### config.mk
export PLATFORM = sky130hd
export DESIGN_NAME = truth_table_scanner_flat
export DESIGN_NICKNAME = d
export VERILOG_FILES = /design/src/rtl/truth_table_scanner_pkg.sv /design/src/rtl/truth_table_scanner_if.sv /design/src/rtl/truth_table_scanner_settle_timer.sv /design/src/rtl/truth_table_scanner.sv /design/src/flat_wrapper.sv
export SDC_FILE = /design/constraint.sdc
export NUM_CORES = 1
export LEC_CHECK = 0
export CORE_MARGIN = 5
export CORE_UTILIZATION = 57
export DETAILED_ROUTE_END_ITERATION = 6
export DONT_BUFFER_PORTS = 1
export GPL_TIMING_DRIVEN = 0
export HOLD_SLACK_MARGIN = 0.05
export PLACE_DENSITY = 0.72
export SLEW_MARGIN = 20
export SYNTH_ARGS = -nofsm -noshare
export SYNTH_HDL_FRONTEND = slang
export SYNTH_HIERARCHICAL = 1
export SYNTH_SLANG_ARGS = --single-unit
### constraint.sdc
create_clock -name clk -period 2.4 [get_ports clk]
set_clock_uncertainty 0.2 [all_clocks]
set_input_delay 0.48 -clock clk [delete_from_list [all_inputs] [get_ports clk]]
set_output_delay 0.48 -clock clk [all_outputs]
set_load 0.01 [all_outputs]
### src/rtl/truth_table_scanner_pkg.sv
// Shared types and constants for the 5-input truth-table scanner.
// Sizes are fixed by the 32-vector sweep; SETTLE_MAX bounds the per-vector wait.
package tt_scan_pkg;

  typedef enum logic [1:0] {
    IDLE = 2'd0,
    RUN  = 2'd1,
    DONE = 2'd2
  } state_t;

  localparam int NUM_VECTORS = 32;
  localparam int IDX_W       = 5;
  localparam int CNT_W       = 6;
  localparam int SETTLE_MAX  = 15;

endpackage

### src/rtl/truth_table_scanner_if.sv
// Bundle between the scanner and its controller / function under test.
// master drives start, golden table and the function output; slave is the scanner.
interface tt_scan_if;

  logic                                start;
  logic [tt_scan_pkg::NUM_VECTORS-1:0] expected;
  logic [tt_scan_pkg::IDX_W-1:0]       dut_in;
  logic                                dut_out;
  logic                                busy;
  logic                                done;
  logic [tt_scan_pkg::NUM_VECTORS-1:0] table_out;
  logic [5:0]                          mismatch_count;
  logic                                pass;
  logic [tt_scan_pkg::IDX_W-1:0]       first_bad;
  logic                                first_bad_valid;

  modport master (
    output start, expected, dut_out,
    input  dut_in, busy, done, table_out, mismatch_count, pass,
           first_bad, first_bad_valid
  );

  modport slave (
    input  start, expected, dut_out,
    output dut_in, busy, done, table_out, mismatch_count, pass,
           first_bad, first_bad_valid
  );

endinterface

### src/rtl/truth_table_scanner_settle_timer.sv
// Loadable down-counter: strobes sample once every settle+1 enabled cycles.
// Reloads on terminal count so consecutive vectors need no extra cycle.
module tt_settle_timer
  import tt_scan_pkg::*;
(
  input  logic             clk,
  input  logic             reset,
  input  logic             load,
  input  logic             en,
  input  logic [CNT_W-1:0] settle,
  output logic             sample
);

  logic [CNT_W-1:0] cnt_q;

  always_ff @(posedge clk) begin
    if (reset) begin
      cnt_q <= '0;
    end else if (load) begin
      cnt_q <= settle;
    end else if (en) begin
      if (cnt_q == '0) cnt_q <= settle;
      else             cnt_q <= cnt_q - CNT_W'(1);
    end
  end

  assign sample = en && (cnt_q == '0);

endmodule

### src/rtl/truth_table_scanner.sv
// Sweeps all 32 inputs of a 5-input function, captures its truth table and compares to a golden table.
// Define MISMATCH_CAPTURE_EN to record the lowest failing index on first_bad/first_bad_valid.
module truth_table_scanner
  import tt_scan_pkg::*;
#(
  parameter int SETTLE_CYCLES = 1
) (
  input logic        clk,
  input logic        reset,
  tt_scan_if.slave   bus
);

  // state | meaning
  // IDLE  | waiting for start; results from the last scan held
  // RUN   | driving dut_in=idx, sampling dut_out every SETTLE_CYCLES+1 cycles
  // DONE  | one-cycle completion pulse, pass valid

  localparam int SETTLE_EFF = (SETTLE_CYCLES > SETTLE_MAX) ? SETTLE_MAX : SETTLE_CYCLES;

  state_t                 state_q, state_d;
  logic [IDX_W-1:0]       idx_q;
  logic [NUM_VECTORS-1:0] exp_q;
  logic [NUM_VECTORS-1:0] table_q;
  logic [5:0]             mc_q;
  logic                   pass_q;
  logic                   accept;
  logic                   sample;
  logic                   last_sample;
  logic                   bit_bad;

  assign accept      = (state_q == IDLE) && bus.start;
  assign last_sample = sample && (idx_q == IDX_W'(NUM_VECTORS - 1));
  assign bit_bad     = bus.dut_out != exp_q[idx_q];

  tt_settle_timer u_timer (
    .clk    (clk),
    .reset  (reset),
    .load   (accept),
    .en     (state_q == RUN),
    .settle (CNT_W'(SETTLE_EFF)),
    .sample (sample)
  );

  always_ff @(posedge clk) begin
    if (reset) state_q <= IDLE;
    else       state_q <= state_d;
  end

  always_comb begin
    state_d = state_q;
    case (state_q)
      IDLE:    if (bus.start) state_d = RUN;
      RUN:     if (last_sample) state_d = DONE;
      DONE:    state_d = IDLE;
      default: state_d = IDLE;
    endcase
  end

  always_ff @(posedge clk) begin
    if (reset) begin
      idx_q   <= '0;
      exp_q   <= '0;
      table_q <= '0;
      mc_q    <= '0;
      pass_q  <= 1'b0;
    end else if (accept) begin
      idx_q   <= '0;
      exp_q   <= bus.expected;
      table_q <= '0;
      mc_q    <= '0;
      pass_q  <= 1'b0;
    end else if (sample) begin
      table_q[idx_q] <= bus.dut_out;
      idx_q          <= idx_q + IDX_W'(1);
      if (bit_bad) mc_q <= mc_q + 6'd1;
      // Include the final sample's own verdict, which mc_q has not yet absorbed.
      if (last_sample) pass_q <= (mc_q == 6'd0) && !bit_bad;
    end
  end

`ifdef MISMATCH_CAPTURE_EN
  logic [IDX_W-1:0] fb_q;
  logic             fbv_q;

  always_ff @(posedge clk) begin
    if (reset || accept) begin
      fb_q  <= '0;
      fbv_q <= 1'b0;
    end else if (sample && bit_bad && !fbv_q) begin
      fb_q  <= idx_q;
      fbv_q <= 1'b1;
    end
  end

  assign bus.first_bad       = fb_q;
  assign bus.first_bad_valid = fbv_q;
`else
  assign bus.first_bad       = '0;
  assign bus.first_bad_valid = 1'b0;
`endif

  assign bus.busy           = (state_q == RUN);
  assign bus.done           = (state_q == DONE);
  assign bus.dut_in         = (state_q == RUN) ? idx_q : '0;
  assign bus.table_out      = table_q;
  assign bus.mismatch_count = mc_q;
  assign bus.pass           = pass_q;

endmodule
### src/flat_wrapper.sv
// flat-port wrapper written by rule: the top's interface ports become plain ports
module truth_table_scanner_flat import tt_scan_pkg::*;
#(
  parameter int SETTLE_CYCLES = 1
)
  (clk, reset, bus_start, bus_expected, bus_dut_out, bus_dut_in, bus_busy, bus_done, bus_table_out, bus_mismatch_count, bus_pass, bus_first_bad, bus_first_bad_valid);
  tt_scan_if bus_i ();
  input logic clk;
  input logic reset;
  input wire logic [$bits(bus_i.start)-1:0] bus_start;
  input wire logic [$bits(bus_i.expected)-1:0] bus_expected;
  input wire logic [$bits(bus_i.dut_out)-1:0] bus_dut_out;
  output wire logic [$bits(bus_i.dut_in)-1:0] bus_dut_in;
  output wire logic [$bits(bus_i.busy)-1:0] bus_busy;
  output wire logic [$bits(bus_i.done)-1:0] bus_done;
  output wire logic [$bits(bus_i.table_out)-1:0] bus_table_out;
  output wire logic [$bits(bus_i.mismatch_count)-1:0] bus_mismatch_count;
  output wire logic [$bits(bus_i.pass)-1:0] bus_pass;
  output wire logic [$bits(bus_i.first_bad)-1:0] bus_first_bad;
  output wire logic [$bits(bus_i.first_bad_valid)-1:0] bus_first_bad_valid;
  assign bus_i.start = bus_start;
  assign bus_i.expected = bus_expected;
  assign bus_i.dut_out = bus_dut_out;
  assign bus_dut_in = bus_i.dut_in;
  assign bus_busy = bus_i.busy;
  assign bus_done = bus_i.done;
  assign bus_table_out = bus_i.table_out;
  assign bus_mismatch_count = bus_i.mismatch_count;
  assign bus_pass = bus_i.pass;
  assign bus_first_bad = bus_i.first_bad;
  assign bus_first_bad_valid = bus_i.first_bad_valid;
  truth_table_scanner #(.SETTLE_CYCLES(SETTLE_CYCLES)) u_core (.clk(clk), .reset(reset), .bus(bus_i));
endmodule
==> impl_metrics.json <==
{
  "start_util": 0.577,
  "dpl-instance-area_um2": 4310,
  "finalCritPeriodShare": 0.999,
  "pwr-share-seq": 0.523,
  "avgSynthCellArea_um2": 8.06,
  "p_int_w": 0.00203,
  "antenna_found_initial": 0,
  "top_layer": "met4",
  "grt_setup_unrepaired": "yes",
  "cp_data_required_time_ns": 2.44,
  "cts_root_buf": "clkbuf_8",
  "pwr_density_cell_nw_per_um2": 600,
  "clk_pin_slew_worst_paths_ns": 0.09,
  "ys_seq_elements": 84,
  "cp_max_fo": 6,
  "area_growth_pct": 15.2,
  "min_path_cells": 2,
  "grt_max_degree": 16,
  "grt_usage": 0.227,
  "h-tree-depth": 3,
  "crit_cells": 8,
  "fin_crit_ns": 2.40,
  "ys.warnings.count": 6,
  "setup_violations": 0,
  "clock_latency_ns": 0.35,
  "fmax_ghz": 0.417,
  "r2r_slack_ns": 0.003,
  "relSlewSlack": 0.560,
  "vdd_ir_drop_max_mv": 0.525,
  "rr_worst_depth": 8,
  "power_w": 0.00285,
  "cp_slowest_stage_delay_ns": 0.49,
  "ys_types": 52,
  "firstDrtPassIters": 5,
  "diodes": 0,
  "cpMostUsedCell": "buf_6",
  "critical_path_buf_inv_count": 2,
  "power_leakage_nw": 1.71,
  "synthTopCellsByCount": "nand2_1 (108), dfxtp_1 (84), a21oi_1 (56)",
  "swShare": 0.286,
  "routed_wl_um": 10100,
  "wl_per_cell_um": 15.3,
  "syn_inst": 511,
  "r2r-end": "u_core/bus.mismatch_count[0]",
  "gr-total-overflow": 0,
  "synthesis.area_um2": 4120,
  "slew_violations": 0,
  "timing.rr.start": "u_core/idx_q[0]",
  "hpwl_um": 7240,
  "fin_util": 0.665,
  "hold_viol": 0,
  "critPathArrivalTime_ns": 2.44,
  "synth_top_area_cell": "dfxtp_1",
  "wl_met3_um": 765,
  "yosysSeqAreaShare": 0.408,
  "cp_slowest_cell": "mux4_2",
  "io_buffers": 0,
  "clkPwrFrac": 0.331,
  "core.rowCount": 31,
  "p_switching_w": 0.000816,
  "vias": 3651,
  "layout-drive-gt1-share": 0.134,
  "crit_family": "multiplexers",
  "remaining_drc_errors": 0,
  "tightest_slew_ns": 0.657,
  "min_from": "bus_expected[18]",
  "synth_top_cell_area_share": 0.408,
  "wl_met1_um": 4260,
  "drt_iter0_drc": 133,
  "grt_pass1_wl_um": 16300,
  "final_nets": 600,
  "path_class": "flop to flop",
  "min_to": "u_core/exp_q[18]",
  "die_area_um2": 9030,
  "cap_violations": 0,
  "cts_buffers": 9,
  "setup-tns-final_ns": 0,
  "async_flop_share": 0,
  "stdcell_area_um2": 4750,
  "critPathCaptureType": "flop",
  "clk_path_buf_depth": 2,
  "hold_path_class": "input port to flop",
  "die_h_um": 95.0,
  "core_area_um2": 7140,
  "synth_flop_cell": "dfxtp_1",
  "startpoint_type": "flop",
  "clock_sinks": 84,
  "io_pins": 88,
  "status": "completed",
  "crit_chain": "buf_6, mux4_2, and2_4, a31oi_1, o221a_1, buf_6, mux2_4, mux2i_1",
  "combPwrFrac": 0.146,
  "yosys.cell_count.top_type": "nand2_1",
  "viasPerCell": 5.54,
  "yosys-top-cells-area": "dfxtp_1 (41%), nand2_1 (9.8%), mux2i_1 (8.3%)",
  "gp_congestion": 0.819,
  "postRouteAntennaNets": 0,
  "chipWidth_um": 95.0,
  "wl_met2_um": 4890,
  "worst_hold_slack_ns": 0.0634,
  "grt_pass1_vias": 3373,
  "cts_tree": "built",
  "synth_edf_count": 0
}
-- per-stage QoR --
| step | setup slack [ns] | instances |
|---|---|---|
| 2_1_floorplan | 0.0281 | 527 |
| 3_3_place_gp | -0.487 | 626 |
| 3_5_place_dp | -0.527 | 626 |
| 4_1_cts | 0.00137 | 651 |
| 5_1_grt | -0.0850 | 659 |
| 6_report | 0.00307 | 659 |
-- layout by cell type, fill, tap and decap left out, types with 7 or more instances in the layout --
| cell type | synthesis | layout |
|---|---|---|
| a21oi_1 | 56 | 56 |
| and2_1 | 8 | 7 |
| buf_4 | 7 | 12 |
| buf_6 | 3 | 7 |
| clkbuf_1 | 24 | 15 |
| clkbuf_8 | 0 | 10 |
| conb_1 | 2 | 18 |
| dfxtp_1 | 84 | 82 |
| dlygate4sd3_1 | 0 | 12 |
| ha_1 | 9 | 9 |
| inv_1 | 9 | 8 |
| mux2i_1 | 34 | 29 |
| nand2_1 | 108 | 108 |
| nand3_1 | 10 | 10 |
| nand4_1 | 13 | 13 |
| nor2_1 | 42 | 42 |
| o21ai_0 | 21 | 21 |
| or3_1 | 7 | 7 |
-- worst max path at each step --
stage,slack (ns),end,from
6_report,0.003,u_core/bus.mismatch_count[0],u_core/idx_q[0]
5_1_grt,-0.08,u_core/bus.mismatch_count[0],u_core/idx_q[0]
4_1_cts,0.001,u_core/bus.table_out[23],u_core/state_q[0]
3_5_place_dp,-0.53,u_core/bus.pass,u_core/state_q[0]
3_3_place_gp,-0.49,u_core/bus.table_out[23],u_core/state_q[0]
2_1_floorplan,0.03,u_core/bus.mismatch_count[0],u_core/idx_q[0]
-- flip-flops by register name (all words and copies together) (netlist names) --
signal                     cells
u_core/bus.table_out          32
u_core/exp_q                  32
u_core/bus.mismatch_count      6
u_core/u_timer/cnt_q           6
u_core/idx_q                   5
u_core/state_q                 2
u_core/bus.pass                1
-- cell families (layout without fill, tap and decap cells) --
family | after synthesis | after routing | synth area share
adder cells (fa/ha/maj) | 9 | 9 | 0.0273
buffers and inverters | 53 | 85 | 0.0619
AO/OA/AOI/OAI | 98 | 98 | 0.136
XOR/XNOR | 4 | 4 | 0.00850
flip-flops | 84 | 84 | 0.408
AND/OR/NAND/NOR | 221 | 222 | 0.248
other | 2 | 18 | 0.00182
multiplexers | 40 | 40 | 0.108
-- final cells by class --
cell class              instances  area [um^2]
well taps                      99          124
flip-flops and latches         84         1680
clock inverters                 6         48.8
plain buffers                  42          248
multi-input cells             391         2300
inverters                       9         33.8
fillers                       639         2390
clock buffers                  10          138
repair buffers                 18          165
-- worst register-to-register path, stage by stage (launching register included) --
cell and delay, ns:
dfxtp_2 0.35, buf_6 0.12, mux4_2 0.49, and2_4 0.16, a31oi_1 0.15, o221a_1 0.23
buf_6 0.15, mux2_4 0.32, mux2i_1 0.12
-- layer usage --
metal / vias to the layer above / GRT usage
met2: 129 / 0.368
li1: 1817 / -
met1: 1690 / 0.288
met4: 0 / 0.0745
met3: 15 / 0.0679
met5: - / 0
-- timing repair --
action | in CTS | in global routing
hold buffers | 7 | 5
setup buffers | 3 | 3
endpoints found under the setup margin | 51 | 29
endpoints found under the hold margin | 7 | 5
pin swaps | 1 | 1
cloned | 1 | 0
resized for setup | 18 | 19
-- power by group through the flow --
stage,Clock [W],Sequential [W],Combinational [W]
after floorplan,0,0.00151,0.000287
after global placement,0,0.00152,0.000351
after detailed placement,0,0.00152,0.000360
after CTS,0.000958,0.00149,0.000394
after global routing,0.00103,0.00150,0.000462
final,0.000942,0.00149,0.000417
Note: power is estimated with default switching activity, not from simulation.
